$ cat config.mk
export PLATFORM = sky130hd
export DESIGN_NAME = up_down_sweep_ctrl_flat
export DESIGN_NICKNAME = d
export VERILOG_FILES = /design/src/rtl/up_down_sweep_ctrl_pkg.sv /design/src/rtl/up_down_sweep_ctrl_if.sv /design/src/rtl/up_down_sweep_ctrl_dwell_timer.sv /design/src/rtl/up_down_sweep_ctrl.sv /design/src/flat_wrapper.sv
export SDC_FILE = /design/constraint.sdc
export NUM_CORES = 1
export LEC_CHECK = 0
export CORE_ASPECT_RATIO = 0.7
export CORE_MARGIN = 2
export CORE_UTILIZATION = 40
export DETAILED_ROUTE_END_ITERATION = 8
export PLACE_DENSITY = 0.7
export SLEW_MARGIN = 20
export SYNTH_ARGS = -nofsm -noshare
export SYNTH_HDL_FRONTEND = slang
export SYNTH_HIERARCHICAL = 1
export SYNTH_SLANG_ARGS = --single-unit
$ cat constraint.sdc
create_clock -name clk -period 3 [get_ports clk]
set_input_delay 0.45 -clock clk [delete_from_list [all_inputs] [get_ports clk]]
set_output_delay 0.45 -clock clk [all_outputs]
set_load 0.02 [all_outputs]
$ cat src/rtl/up_down_sweep_ctrl_pkg.sv
// rtl/up_down_sweep_ctrl_pkg.sv - shared state encoding and default widths for the sweep sequencer
package up_down_sweep_ctrl_pkg;

    localparam int W_DEF  = 4;
    localparam int DW_DEF = 8;

    localparam logic [2:0] ST_IDLE     = 3'd0;
    localparam logic [2:0] ST_CLEAR    = 3'd1;
    localparam logic [2:0] ST_UP       = 3'd2;
    localparam logic [2:0] ST_DWELL_HI = 3'd3;
    localparam logic [2:0] ST_DOWN     = 3'd4;
    localparam logic [2:0] ST_DWELL_LO = 3'd5;

    typedef enum logic [2:0] {
        IDLE     = ST_IDLE,
        CLEAR    = ST_CLEAR,
        UP       = ST_UP,
        DWELL_HI = ST_DWELL_HI,
        DOWN     = ST_DOWN,
        DWELL_LO = ST_DWELL_LO
    } state_t;

endpackage

$ cat src/rtl/up_down_sweep_ctrl_if.sv
// rtl/up_down_sweep_ctrl_if.sv - control/counter signal bundle between sequencer and its environment
interface up_down_sweep_ctrl_if
    import up_down_sweep_ctrl_pkg::*;
#(
    parameter int W  = W_DEF,
    parameter int DW = DW_DEF
);
    logic          start;
    logic          stop;
    logic [W-1:0]  limit;
    logic [DW-1:0] dwell;
    logic [W-1:0]  cnt;
    logic          en;
    logic          down;
    logic          clr;
    logic          busy;
    logic          done;

    modport master (
        output start, stop, limit, dwell, cnt,
        input  en, down, clr, busy, done
    );

    modport slave (
        input  start, stop, limit, dwell, cnt,
        output en, down, clr, busy, done
    );

endinterface

$ cat src/rtl/up_down_sweep_ctrl_dwell_timer.sv
// rtl/up_down_sweep_ctrl_dwell_timer.sv - loadable down-counter timing the hold at each sweep end
module dwell_timer #(
    parameter int DW = 8
) (
    input  logic          clk,
    input  logic          rst_n,
    input  logic          load,
    input  logic [DW-1:0] load_val,
    output logic          expire
);

    logic [DW-1:0] tmr_q, tmr_d;

    always_ff @(posedge clk or negedge rst_n) begin
        if (!rst_n) begin
            tmr_q <= '0;
        end else begin
            tmr_q <= tmr_d;
        end
    end

    always_comb begin
        tmr_d = tmr_q;
        if (load) begin
            tmr_d = load_val;
        end else if (tmr_q != '0) begin
            tmr_d = tmr_q - DW'(1);
        end
    end

    // A load of N gives N cycles of hold; expire marks the last one.
    assign expire = (tmr_q == DW'(1));

endmodule

$ cat src/rtl/up_down_sweep_ctrl.sv
// rtl/up_down_sweep_ctrl.sv - drives en/down/clr of an up/down counter through repeated 0..limit..0 sweeps
module up_down_sweep_ctrl
    import up_down_sweep_ctrl_pkg::*;
#(
    parameter int W  = W_DEF,
    parameter int DW = DW_DEF
) (
    input  logic                 clk,
    input  logic                 res,
    up_down_sweep_ctrl_if.slave  bus
);

    state_t        state_q, state_d;
    logic          en_q, en_d;
    logic          down_q, down_d;
    logic          clr_q, clr_d;
    logic          done_q, done_d;
    logic          stop_q, stop_d;
    logic [W-1:0]  lim_q, lim_d;
    logic [DW-1:0] dwl_q, dwl_d;
    logic          tmr_load;
    logic          tmr_expire;
    logic [DW-1:0] hold_len;

    assign hold_len = (dwl_q == '0) ? DW'(1) : dwl_q;

    dwell_timer #(.DW(DW)) u_dwell_timer (
        .clk      (clk),
        .rst_n    (res),
        .load     (tmr_load),
        .load_val (hold_len),
        .expire   (tmr_expire)
    );

    always_ff @(posedge clk or negedge res) begin
        if (!res) begin
            state_q <= IDLE;
            en_q    <= 1'b0;
            down_q  <= 1'b0;
            clr_q   <= 1'b0;
            done_q  <= 1'b0;
            stop_q  <= 1'b0;
            lim_q   <= '0;
            dwl_q   <= '0;
        end else begin
            state_q <= state_d;
            en_q    <= en_d;
            down_q  <= down_d;
            clr_q   <= clr_d;
            done_q  <= done_d;
            stop_q  <= stop_d;
            lim_q   <= lim_d;
            dwl_q   <= dwl_d;
        end
    end

    // Outputs are registered, so each transition sets the values seen in the first cycle of the next state.
    always_comb begin
        state_d  = state_q;
        en_d     = en_q;
        down_d   = down_q;
        clr_d    = 1'b0;
        done_d   = 1'b0;
        stop_d   = stop_q;
        lim_d    = lim_q;
        dwl_d    = dwl_q;
        tmr_load = 1'b0;

        case (state_q)
            IDLE: begin
                en_d   = 1'b0;
                down_d = 1'b0;
                if (bus.start) begin
                    state_d = CLEAR;
                    clr_d   = 1'b1;
                    lim_d   = bus.limit;
                    dwl_d   = bus.dwell;
                    stop_d  = 1'b0;
                end
            end
            CLEAR: begin
                if (lim_q == '0) begin
                    state_d = IDLE;
                    done_d  = 1'b1;
                end else begin
                    state_d = UP;
                    en_d    = 1'b1;
                    down_d  = 1'b0;
                end
            end
            UP: begin
                if (bus.cnt == lim_q - W'(1)) begin
                    state_d  = DWELL_HI;
                    en_d     = 1'b0;
                    down_d   = 1'b1;
                    tmr_load = 1'b1;
                end
            end
            DWELL_HI: begin
                if (tmr_expire) begin
                    state_d = DOWN;
                    en_d    = 1'b1;
                    down_d  = 1'b1;
                end
            end
            DOWN: begin
                if (bus.cnt == W'(1)) begin
                    state_d  = DWELL_LO;
                    en_d     = 1'b0;
                    down_d   = 1'b0;
                    tmr_load = 1'b1;
                end
            end
            DWELL_LO: begin
                if (tmr_expire) begin
                    if (stop_q) begin
                        state_d = IDLE;
                        done_d  = 1'b1;
                    end else begin
                        state_d = UP;
                        en_d    = 1'b1;
                        down_d  = 1'b0;
                    end
                end
            end
            default: begin
                state_d = IDLE;
                en_d    = 1'b0;
                down_d  = 1'b0;
            end
        endcase

        if (state_q != IDLE && bus.stop) begin
            stop_d = 1'b1;
        end
    end

    assign bus.en   = en_q;
    assign bus.down = down_q;
    assign bus.clr  = clr_q;
    assign bus.done = done_q;
    assign bus.busy = (state_q != IDLE);

endmodule

$ cat src/flat_wrapper.sv
// flat-port wrapper written by rule: the top's interface ports become plain ports
module up_down_sweep_ctrl_flat import up_down_sweep_ctrl_pkg::*;
#(
    parameter int W  = W_DEF,
    parameter int DW = DW_DEF
)
  (clk, res, bus_start, bus_stop, bus_limit, bus_dwell, bus_cnt, bus_en, bus_down, bus_clr, bus_busy, bus_done);
  up_down_sweep_ctrl_if #(.W(W), .DW(DW)) bus_i ();
  input  logic clk;
  input  logic res;
  input wire logic [$bits(bus_i.start)-1:0] bus_start;
  input wire logic [$bits(bus_i.stop)-1:0] bus_stop;
  input wire logic [$bits(bus_i.limit)-1:0] bus_limit;
  input wire logic [$bits(bus_i.dwell)-1:0] bus_dwell;
  input wire logic [$bits(bus_i.cnt)-1:0] bus_cnt;
  output wire logic [$bits(bus_i.en)-1:0] bus_en;
  output wire logic [$bits(bus_i.down)-1:0] bus_down;
  output wire logic [$bits(bus_i.clr)-1:0] bus_clr;
  output wire logic [$bits(bus_i.busy)-1:0] bus_busy;
  output wire logic [$bits(bus_i.done)-1:0] bus_done;
  assign bus_i.start = bus_start;
  assign bus_i.stop = bus_stop;
  assign bus_i.limit = bus_limit;
  assign bus_i.dwell = bus_dwell;
  assign bus_i.cnt = bus_cnt;
  assign bus_en = bus_i.en;
  assign bus_down = bus_i.down;
  assign bus_clr = bus_i.clr;
  assign bus_busy = bus_i.busy;
  assign bus_done = bus_i.done;
  up_down_sweep_ctrl #(.W(W), .DW(DW)) u_core (.clk(clk), .res(res), .bus(bus_i));
endmodule
=== Word level (Yosys, flattened, before mapping) ===
Cells that the tools add are included.

* Bits in registers: 28
* Bits in latches: 0
* Bits in writable memories: 0
* Bits in read-only memories: 0
* Input port bits: 20
* Memories kept: 0

* Add/subtract/negate cells: 2
* Multipliers: 0
* Divide/modulo/power cells: 0
* Magnitude comparators: 0
* Eq/ne operators: 15
* Shifts and indexed selects: 0
* Muxes and demuxes: 35
* Bitwise gates (word level): 0
* Reduce and logical (&&, ||, !) cells: 13

{| class="wikitable"
|+ Operators by type and width
! kind !! count
|-
| 8-bit two-way mux || 3
|-
| 1-bit two-way mux || 20
|-
| 3-bit case mux with 6 select lines || 1
|-
| 3-bit two-way mux || 5
|-
| 1-bit case mux with 5 select lines || 2
|-
| 8-bit by 1-bit equality test with 1-bit output, second input constant || 1
|-
| 8-bit logical NOT || 1
|-
| 2-bit by 1-bit != test with 1-bit output, second input constant || 4
|-
| 8-bit nonzero test || 1
|-
| 8-bit by 1-bit subtractor with 8-bit output, second input constant || 1
|-
| 3-bit by 2-bit equality test with 1-bit output, second input constant || 2
|-
| 3-bit equality test, second input constant || 2
|-
| 2-bit != test, second input constant || 3
|-
| 6-bit AND reduction || 1
|-
| 2-bit nonzero test || 3
|-
| 5-bit AND reduction || 1
|-
| 4-bit by 1-bit equality test with 1-bit output, second input constant || 1
|-
| 4-bit equality test || 1
|-
| 4-bit logical NOT || 1
|-
| 2-bit two-way mux || 2
|-
| 1-bit case mux with 2 select lines || 2
|-
| 2-bit AND reduction || 2
|-
| 4-bit by 1-bit subtractor with 4-bit output, second input constant || 1
|-
| 3-bit by 1-bit equality test with 1-bit output, second input constant || 1
|-
| 3 further kinds || 3
|}

=== Depth between registers and ports, before layout ===
Gate-level depths: netlist (run 1).

* Word-level depth: 5
* Mapped depth: 10

=== Modules after synthesis ===
The synthesis (run 1) kept the hierarchy.

{| class="wikitable"
|+ Modules (own cells, without submodules)
! module !! times used !! cells an instance !! area each (µm²) !! seq. area each (µm²)
|-
| up_down_sweep_ctrl || 1 || 103 || 1064.8 || 500.5
|-
| dwell_timer || 1 || 61 || 540.5 || 200.2
|}

=== Least setup slack after synthesis (run 1) ===
Ideal clock, no wire load.

* Path type: register to register
* Start point: reg u_core.u_dwell_timer.tmr_q[6]
* End point: reg u_core.en_q, in the netlist u_core/bus.en
* Arrival: 2.021 ns
* Required time: 2.870 ns
* Slack: 0.848 ns
* Stages on the path, launching flop included: 9
* Path through: dfrtp_1 -> or3_1 -> clkbuf_1 -> nor4_1 -> nor2b_1 -> o21bai_1 -> and3_1 -> a22oi_1 -> o21ai_0

* Cells in the longest elaborated chain, start to end: 3
* Elaborated cells between the ends (all ways): 4

{| class="wikitable"
|+ Ends and longest elaborated chain
! what !! RTL line !! source
|-
| start, declared || up_down_sweep_ctrl_dwell_timer.sv:12 || <nowiki>logic [DW-1:0] tmr_q, tmr_d;</nowiki>
|-
| start signal, assigned || up_down_sweep_ctrl_dwell_timer.sv:18 || <nowiki>tmr_q <= tmr_d;</nowiki>
|-
| 8-bit by 1-bit equality test with 1-bit output * || up_down_sweep_ctrl_dwell_timer.sv:32 || <nowiki>assign expire = (tmr_q == DW'(1));</nowiki>
|-
| named net u_core.tmr_expire || up_down_sweep_ctrl.sv:22 || <nowiki>logic tmr_expire;</nowiki>
|-
| 2-bit by 1-bit != test with 1-bit output (no line) || -- ||
|-
| 6-bit AND reduction (no line) * || -- ||
|-
| end signal, assigned || up_down_sweep_ctrl.sv:47 || <nowiki>en_q <= en_d;</nowiki>
|-
| end, declared || up_down_sweep_ctrl.sv:14 || <nowiki>logic en_q, en_d;</nowiki>
|}

Mark *: on every way through the listed nets, which the timed path passes. The rest lies on a longest branch.
A chain may end at the register's enable or synchronous reset.

=== Worst setup path after layout (run 1) ===
Ends and elaborated chain as after synthesis.

==> results.py, run 1 <==
metrics = {
    "run_status": {
        "status": "completed",
    },
    "layout": {
        "drive_gt1_share_pct": 10.56,
        "fin_util_pct": 49.69,
        "final_area_mm2": 0.001926,
        "syn2layout_area_growth_pct": 19.95,
        "final_cell_mix": "28 x dfrtp_1, 24 x clkdlybuf4s50_1, 12 x nand2_1",
        "antennaDiodeCount": 0,
        "final_common_cell": "dfrtp_1",
        "stdcell_count": 232,
        "nFillCells": 355,
        "fin_nets": 205,
    },
    "floorplanning": {
        "io_pins": 25,
        "die_x_um": 79.72,
        "fp.dieH_um": 57,
        "num_rows": 19,
        "fp.dieArea_mm2": 0.004544,
        "start_util_pct": 41.43,
        "fp.coreArea_mm2": 0.003875,
    },
    "clocking": {
        "insertion_delay_ns": 0.27,
        "cts_tree": "done",
        "post-cts-setup-buffer-count": 0,
        "ctsHoldBuffers": 0,
        "post_cts_resized": 0,
        "htree_levels": 1,
        "clockBufferDepth": 2,
        "clock-sinks": 28,
        "cts-root-buf": "clkbuf_8",
        "cts_buffers": 3,
        "clkSlewWorstSetupHoldPaths_ns": 0.10,
    },
    "synth": {
        "ys_ff_latch": 28,
        "synth.distinct_cells": 43,
        "ys_async_sr_fraction_pct": 100.0,
        "syn_nets": 188,
        "synth_top_cell_area_share_pct": 43.65,
        "synth_enable_flop_cells": 0,
        "seq_area_frac_synth_pct": 43.65,
        "synth_area_leader_cell": "dfrtp_1",
        "ys.warnings.count": 6,
        "yosys_most_used_dff": "dfrtp_1",
        "synth.area.top_cells": "dfrtp_1 44%, mux2_2 7.0%, xnor2_1 3.3%",
        "netlist_area_mm2": 0.001605,
        "synth_cells": 164,
        "synth_area_per_cell_um2": 9.788,
    },
    "min_path": {
        "hold_path_startpoint": "u_core/dwl_q[2]",
        "hold_path_depth": 2,
        "min_to": "u_core/u_dwell_timer/tmr_q[2]",
        "holdCritPathClass": "flip-flop to flip-flop",
    },
    "grt": {
        "grt_max_degree": 29,
        "antenna_found_initial": 0,
        "grt.overflow.total": 0,
        "grt_pass1_vias": 1188,
        "grt_usage_pct": 16.28,
        "grt_pass1_wl_mm": 5.685,
    },
    "placement": {
        "dpl.hpwl_mm": 2.580,
        "routabilityCongestion": 1.037,
        "io_buffer_count": 24,
        "placed_area_mm2": 0.001854,
        "dp_cells": 228,
    },
    "critical_path": {
        "setup.worst_path.end_class": "flip-flop",
        "r2r-end": "u_core/bus.en",
        "path_class": "flip-flop to flip-flop",
        "cp-start-kind": "flip-flop",
        "r2r_start": "u_core/u_dwell_timer/tmr_q[6]",
        "rrSetupSlack_ns": 0.61,
        "rr_worst_depth": 7,
        "cp_max_fo": 7,
        "cp.arrival_ns": 2.55,
        "worstPathRequired_ns": 3.16,
    },
    "timing": {
        "fin_crit_sh_pct": 79.78,
        "timing.hold.ws_ns": 0.5304,
        "setup_violations": 0,
        "rsz0062_at_grt": "no",
        "slew_violations": 0,
        "tns_ns": 0,
        "skew_ns": 0.01086,
        "fin_crit_ns": 2.393,
        "hold_viol": 0,
        "worst_pin_slew_ns": 0.5941,
        "slew_headroom_pct": 60.03,
        "max_freq_mhz": 417.8,
    },
    "routing": {
        "wl_per_cell_um": 14.78,
        "firstDrtPassIters": 4,
        "postRouteAntennaNets": 0,
        "vias": 1256,
        "routed_wl_mm": 3.430,
        "remaining_drc_errors": 0,
        "first_iter_violations": 88,
        "vias_per_cell": 5.414,
    },
    "pwr": {
        "ir_drop_uv": 384.6,
        "power_density_mw_per_mm2": 912.5,
        "power_leakage_uw": 0.0007725,
    },
    "job": {
        "maxCapViolCount": 0,
    },
}
## power by group
group,switching (µW),internal [µW],total (µW)
clock network,111,179,290
registers,180,536,716
logic,367,385,752
total,658,1100,1760
## critical path: stages, from the launching register on
cell	delay (ns)
dfrtp_1	0.43
or3_1	0.50
nor4_1	0.55
nor2b_1	0.21
o21bai_1	0.08
and3_1	0.21
a22oi_1	0.16
o21ai_0	0.12
## per-stage QoR
stage,power [µW],setup WS (ns)
after floorplan,1289,0.8484
after global placement,1423,0.5875
after detailed placement,1460,0.4589
after CTS,1764,0.6429
after global routing,1889,0.4466
final,1757,0.6067
## layout make-up
cell class | count | area, µm² | area share, %
Multi-Input combinational cell | 113 | 799.5 | 41.52
Sequential cell | 28 | 700.7 | 36.39
Timing Repair Buffer | 26 | 255.2 | 13.26
Tap cell | 52 | 65.06 | 3.379
Clock buffer | 3 | 41.29 | 2.144
Inverter | 9 | 33.78 | 1.754
Clock inverter | 1 | 30.03 | 1.559
## Yosys cell counts (all sizes together), types with 2 or more instances
cell type / n
a21o: 2
a21oi: 5
a221oi: 2
a22oi: 2
a31oi: 5
buf: 3
clkbuf: 11
dfrtp: 28
ha: 4
inv: 9
mux2: 10
nand2: 12
nand2b: 4
nor2: 12
nor2b: 2
nor3: 7
nor3b: 2
nor4: 3
nor4b: 3
o21ai: 10
o31ai: 4
or4: 2
xnor2: 6
## registers in the layout (all words and copies together), names as in the netlist
signal                      cells
u_core/bus.clr                  1
u_core/bus.done                 1
u_core/bus.down                 1
u_core/bus.en                   1
u_core/dwl_q                    8
u_core/lim_q                    4
u_core/state_q                  3
u_core/stop_q                   1
u_core/u_dwell_timer/tmr_q      8
## logic make-up after synthesis
| family | count (synthesis) | synth area share [%] |
|---|---|---|
| and+or+nand+nor | 54 | 19.02 |
| AOI/OAI and AO/OA | 37 | 15.35 |
| DFF | 28 | 43.65 |
| buffers and inverters | 23 | 6.547 |
| muxes | 11 | 7.638 |
| xor gates and xnor gates | 7 | 4.676 |
| adders and majority gates | 4 | 3.118 |
## routing by layer
layer / part of all wire [%] / global-route usage, %
met1: 47 / 24.62
met4: 0.44 / 3.695
met3: 8.1 / 4.114
met2: 45 / 23.65
met5: 0 / 0
## how the worst max path moves through the flow
stage                                        startpoint                            end  slack (ns)
after floorplan           u_core/u_dwell_timer/tmr_q[6]                  u_core/bus.en        0.85
after global placement                       bus_cnt[1]  u_core/u_dwell_timer/tmr_q[6]        0.59
after detailed placement                     bus_cnt[1]  u_core/u_dwell_timer/tmr_q[6]        0.46
after CTS                 u_core/u_dwell_timer/tmr_q[6]              u_core/state_q[1]        0.64
after global routing      u_core/u_dwell_timer/tmr_q[4]              u_core/state_q[1]        0.45
final                     u_core/u_dwell_timer/tmr_q[6]                  u_core/bus.en        0.61
Power figures use the tool's default switching activity.
==> run 2, diff against run 1 <==
--- a/config.mk
+++ b/config.mk
@@ -9,7 +9,7 @@
 export CORE_MARGIN = 2
 export CORE_UTILIZATION = 40
 export DETAILED_ROUTE_END_ITERATION = 8
-export PLACE_DENSITY = 0.7
+export PLACE_DENSITY = 0.73
 export SLEW_MARGIN = 20
 export SYNTH_ARGS = -nofsm -noshare
 export SYNTH_HDL_FRONTEND = slang
==> constraint.sdc (replaced) <==
create_clock -name clk -period 2 [get_ports clk]
set_input_delay 0.3 -clock clk [delete_from_list [all_inputs] [get_ports clk]]
set_output_delay 0.3 -clock clk [all_outputs]
set_load 0.02 [all_outputs]
==> run 2 against run 1 <==
Critical endpoint is now u_core/u_dwell_timer/tmr_q[6]. Core utilization increased by 5.6 points. Global-route usage increased by 0.41 points. Sequential cell count unchanged. First-iteration DRC count increased by 14%. Sequential power increased by 47%. Critical path type is now primary input to flip-flop. Cell area increased by 11%. Non-clock buffer count increased by 23. Routed wire length increased by 13%. Clock power increased by 2%. Register-to-register slack got worse by 0.59 ns. Power increased by 60%.
==> results.py, run 2 (synthesis gave the netlist of run 1 again) <==
metrics = {
    "run_status": {
        "status": "completed",
    },
    "grt": {
        "grt_pass1_vias": 1281,
        "busiest_layer": "met2",
        "grt.overflow.total": 0,
        "grt_max_degree": 29,
        "grt.met3_usage_pct": 4.430,
        "use_met2_pct": 25.33,
        "antenna_found_initial": 0,
        "grt_usage_pct": 16.69,
        "grt_pass1_wl_mm": 5.865,
        "gr-usage-met1_pct": 23.79,
    },
    "clocking": {
        "clockBufferDepth": 2,
        "cts_buffers": 3,
        "cts_tree": "done",
        "insertion_delay_ns": 0.27,
        "htree_levels": 1,
        "cts-root-buf": "clkbuf_8",
        "clkSlewWorstSetupHoldPaths_ns": 0.09,
        "clock-sinks": 28,
    },
    "layout": {
        "final_cell_mix": "28 x dfrtp_1, 24 x buf_4, 22 x clkdlybuf4s50_1",
        "syn2layout_area_growth_pct": 33.36,
        "final_common_cell": "dfrtp_1",
        "final_area_mm2": 0.002141,
        "antennaDiodeCount": 0,
        "top_regs": "u_core/dwl_q x8, u_core/u_dwell_timer/tmr_q x8, u_core/lim_q x4",
        "fin_nets": 228,
        "drive_gt1_share_pct": 26.24,
        "fin_util_pct": 55.25,
    },
    "routing": {
        "first_iter_violations": 100,
        "vias_per_cell": 5.449,
        "remaining_drc_errors": 0,
        "wl_per_cell_um": 15.26,
        "routed_wl_mm": 3.877,
        "postRouteAntennaNets": 0,
        "firstDrtPassIters": 4,
        "vias": 1384,
    },
    "floorplanning": {
        "io_pins": 25,
        "num_rows": 19,
        "fp.dieArea_mm2": 0.004544,
        "fp.dieH_um": 57,
        "die_x_um": 79.72,
        "fp.coreArea_mm2": 0.003875,
        "start_util_pct": 41.43,
    },
    "timing": {
        "fin_crit_ns": 1.995,
        "fin_crit_sh_pct": 99.74,
        "hold_viol": 0,
        "worst_pin_slew_ns": 0.6177,
        "max_freq_mhz": 501.3,
        "setup_violations": 0,
        "slew_violations": 0,
        "rsz0062_at_grt": "yes",
        "slew_headroom_pct": 58.73,
        "skew_ns": 0.002695,
    },
    "job": {
        "maxCapViolCount": 0,
    },
    "critical_path": {
        "path_class": "primary input to flip-flop",
        "cp_max_fo": 6,
        "startpoint": "bus_cnt[1]",
        "setup.worst_path.end_class": "flip-flop",
        "cp-start-kind": "primary input",
        "worstPathRequired_ns": 2.14,
        "r2r_start": "u_core/lim_q[2]",
        "cp.arrival_ns": 2.14,
    },
    "pwr": {
        "ir_drop_uv": 582.9,
        "power_leakage_uw": 0.0008955,
        "power_density_mw_per_mm2": 1311,
    },
    "min_path": {
        "holdCritPathClass": "primary input to async pin",
    },
    "placement": {
        "routabilityCongestion": 0.9075,
        "dpl.hpwl_mm": 2.829,
        "placed_area_mm2": 0.001997,
        "io_buffer_count": 24,
    },
}
## run 2: cell types whose count changed in the layout (fill, tap and decap cells not counted), sizes merged
cell	before	now
buf	2	25
clkdlybuf4s50	24	22
dlymetal6s2s	0	1
dlygate4sd2	0	1
bufinv	1	0
## run 2: final timing paths
kind	end	slack, ns	cells after the start
min in group clk	u_core/u_dwell_timer/tmr_q[3]	0.52	1
min	u_core/lim_q[0]	0.41	2
max in group asynchronous	u_core/u_dwell_timer/tmr_q[0]	1.33	2
max	u_core/u_dwell_timer/tmr_q[6]	0.005	10
max reg2reg	u_core/u_dwell_timer/tmr_q[6]	0.02	9
min reg2reg	u_core/u_dwell_timer/tmr_q[3]	0.52	1
## run 2: critical path: stages
cell             delay (ns)
clkdlybuf4s50_1        0.45
nor4b_2                0.39
nand2_1                0.12
nor2_1                 0.10
a31oi_1                0.05
nor2_1                 0.18
buf_4                  0.19
nand2b_4               0.13
a21oi_2                0.04
nand3b_1               0.19
## run 2: cell type report
class	count	area (µm²)
timing repair buffer	49	426.7
clock buffer	3	41.29
multi-input combinational	113	873.3
inverter	9	33.78
tap	52	65.06
fill	341	1734
sequential	28	700.7
## run 2: where the power goes
group,internal [µW],total [µW],switching (µW)
Sequential,804,1050,242
Clock,135,297,162
Combinational,789,1460,675
## run 2: routing by layer
| layer | up-vias | wire length, µm |
|---|---|---|
| li1 | 662 | - |
| met1 | 667 | 1844 |
| met2 | 53 | 1753 |
| met3 | 2 | 263 |
| met4 | 0 | 15 |
| met5 | - | 0 |
## run 2: stage by stage
step | power, µW | setup WS (ns) | hold slack, ns | setup TNS (ns) | std cells
final | 2807 | 0.005199 | 0.4105 | 0 | 254
after global routing | 3022 | -0.06351 | 0.4457 | -0.08796 | 254
after CTS | 2624 | -0.003648 | 0.4227 | -0.003648 | 248
after detailed placement | 2313 | -0.2953 | 0.5066 | -1.343 | 245
after global placement | 2253 | -0.1394 | 0.4892 | -0.6243 | 245
after floorplan | 1956 | 0.01824 | 0.004409 | 0 | 164
## run 2: repair_timing
action / in CTS / in global routing
setup buffers: 0 / 5
setup endpoints to repair: 2 / 9
hold buffers: 0 / 0
cloned: 0 / 1
pin swaps: 1 / 3
gates resized for setup: 2 / 14
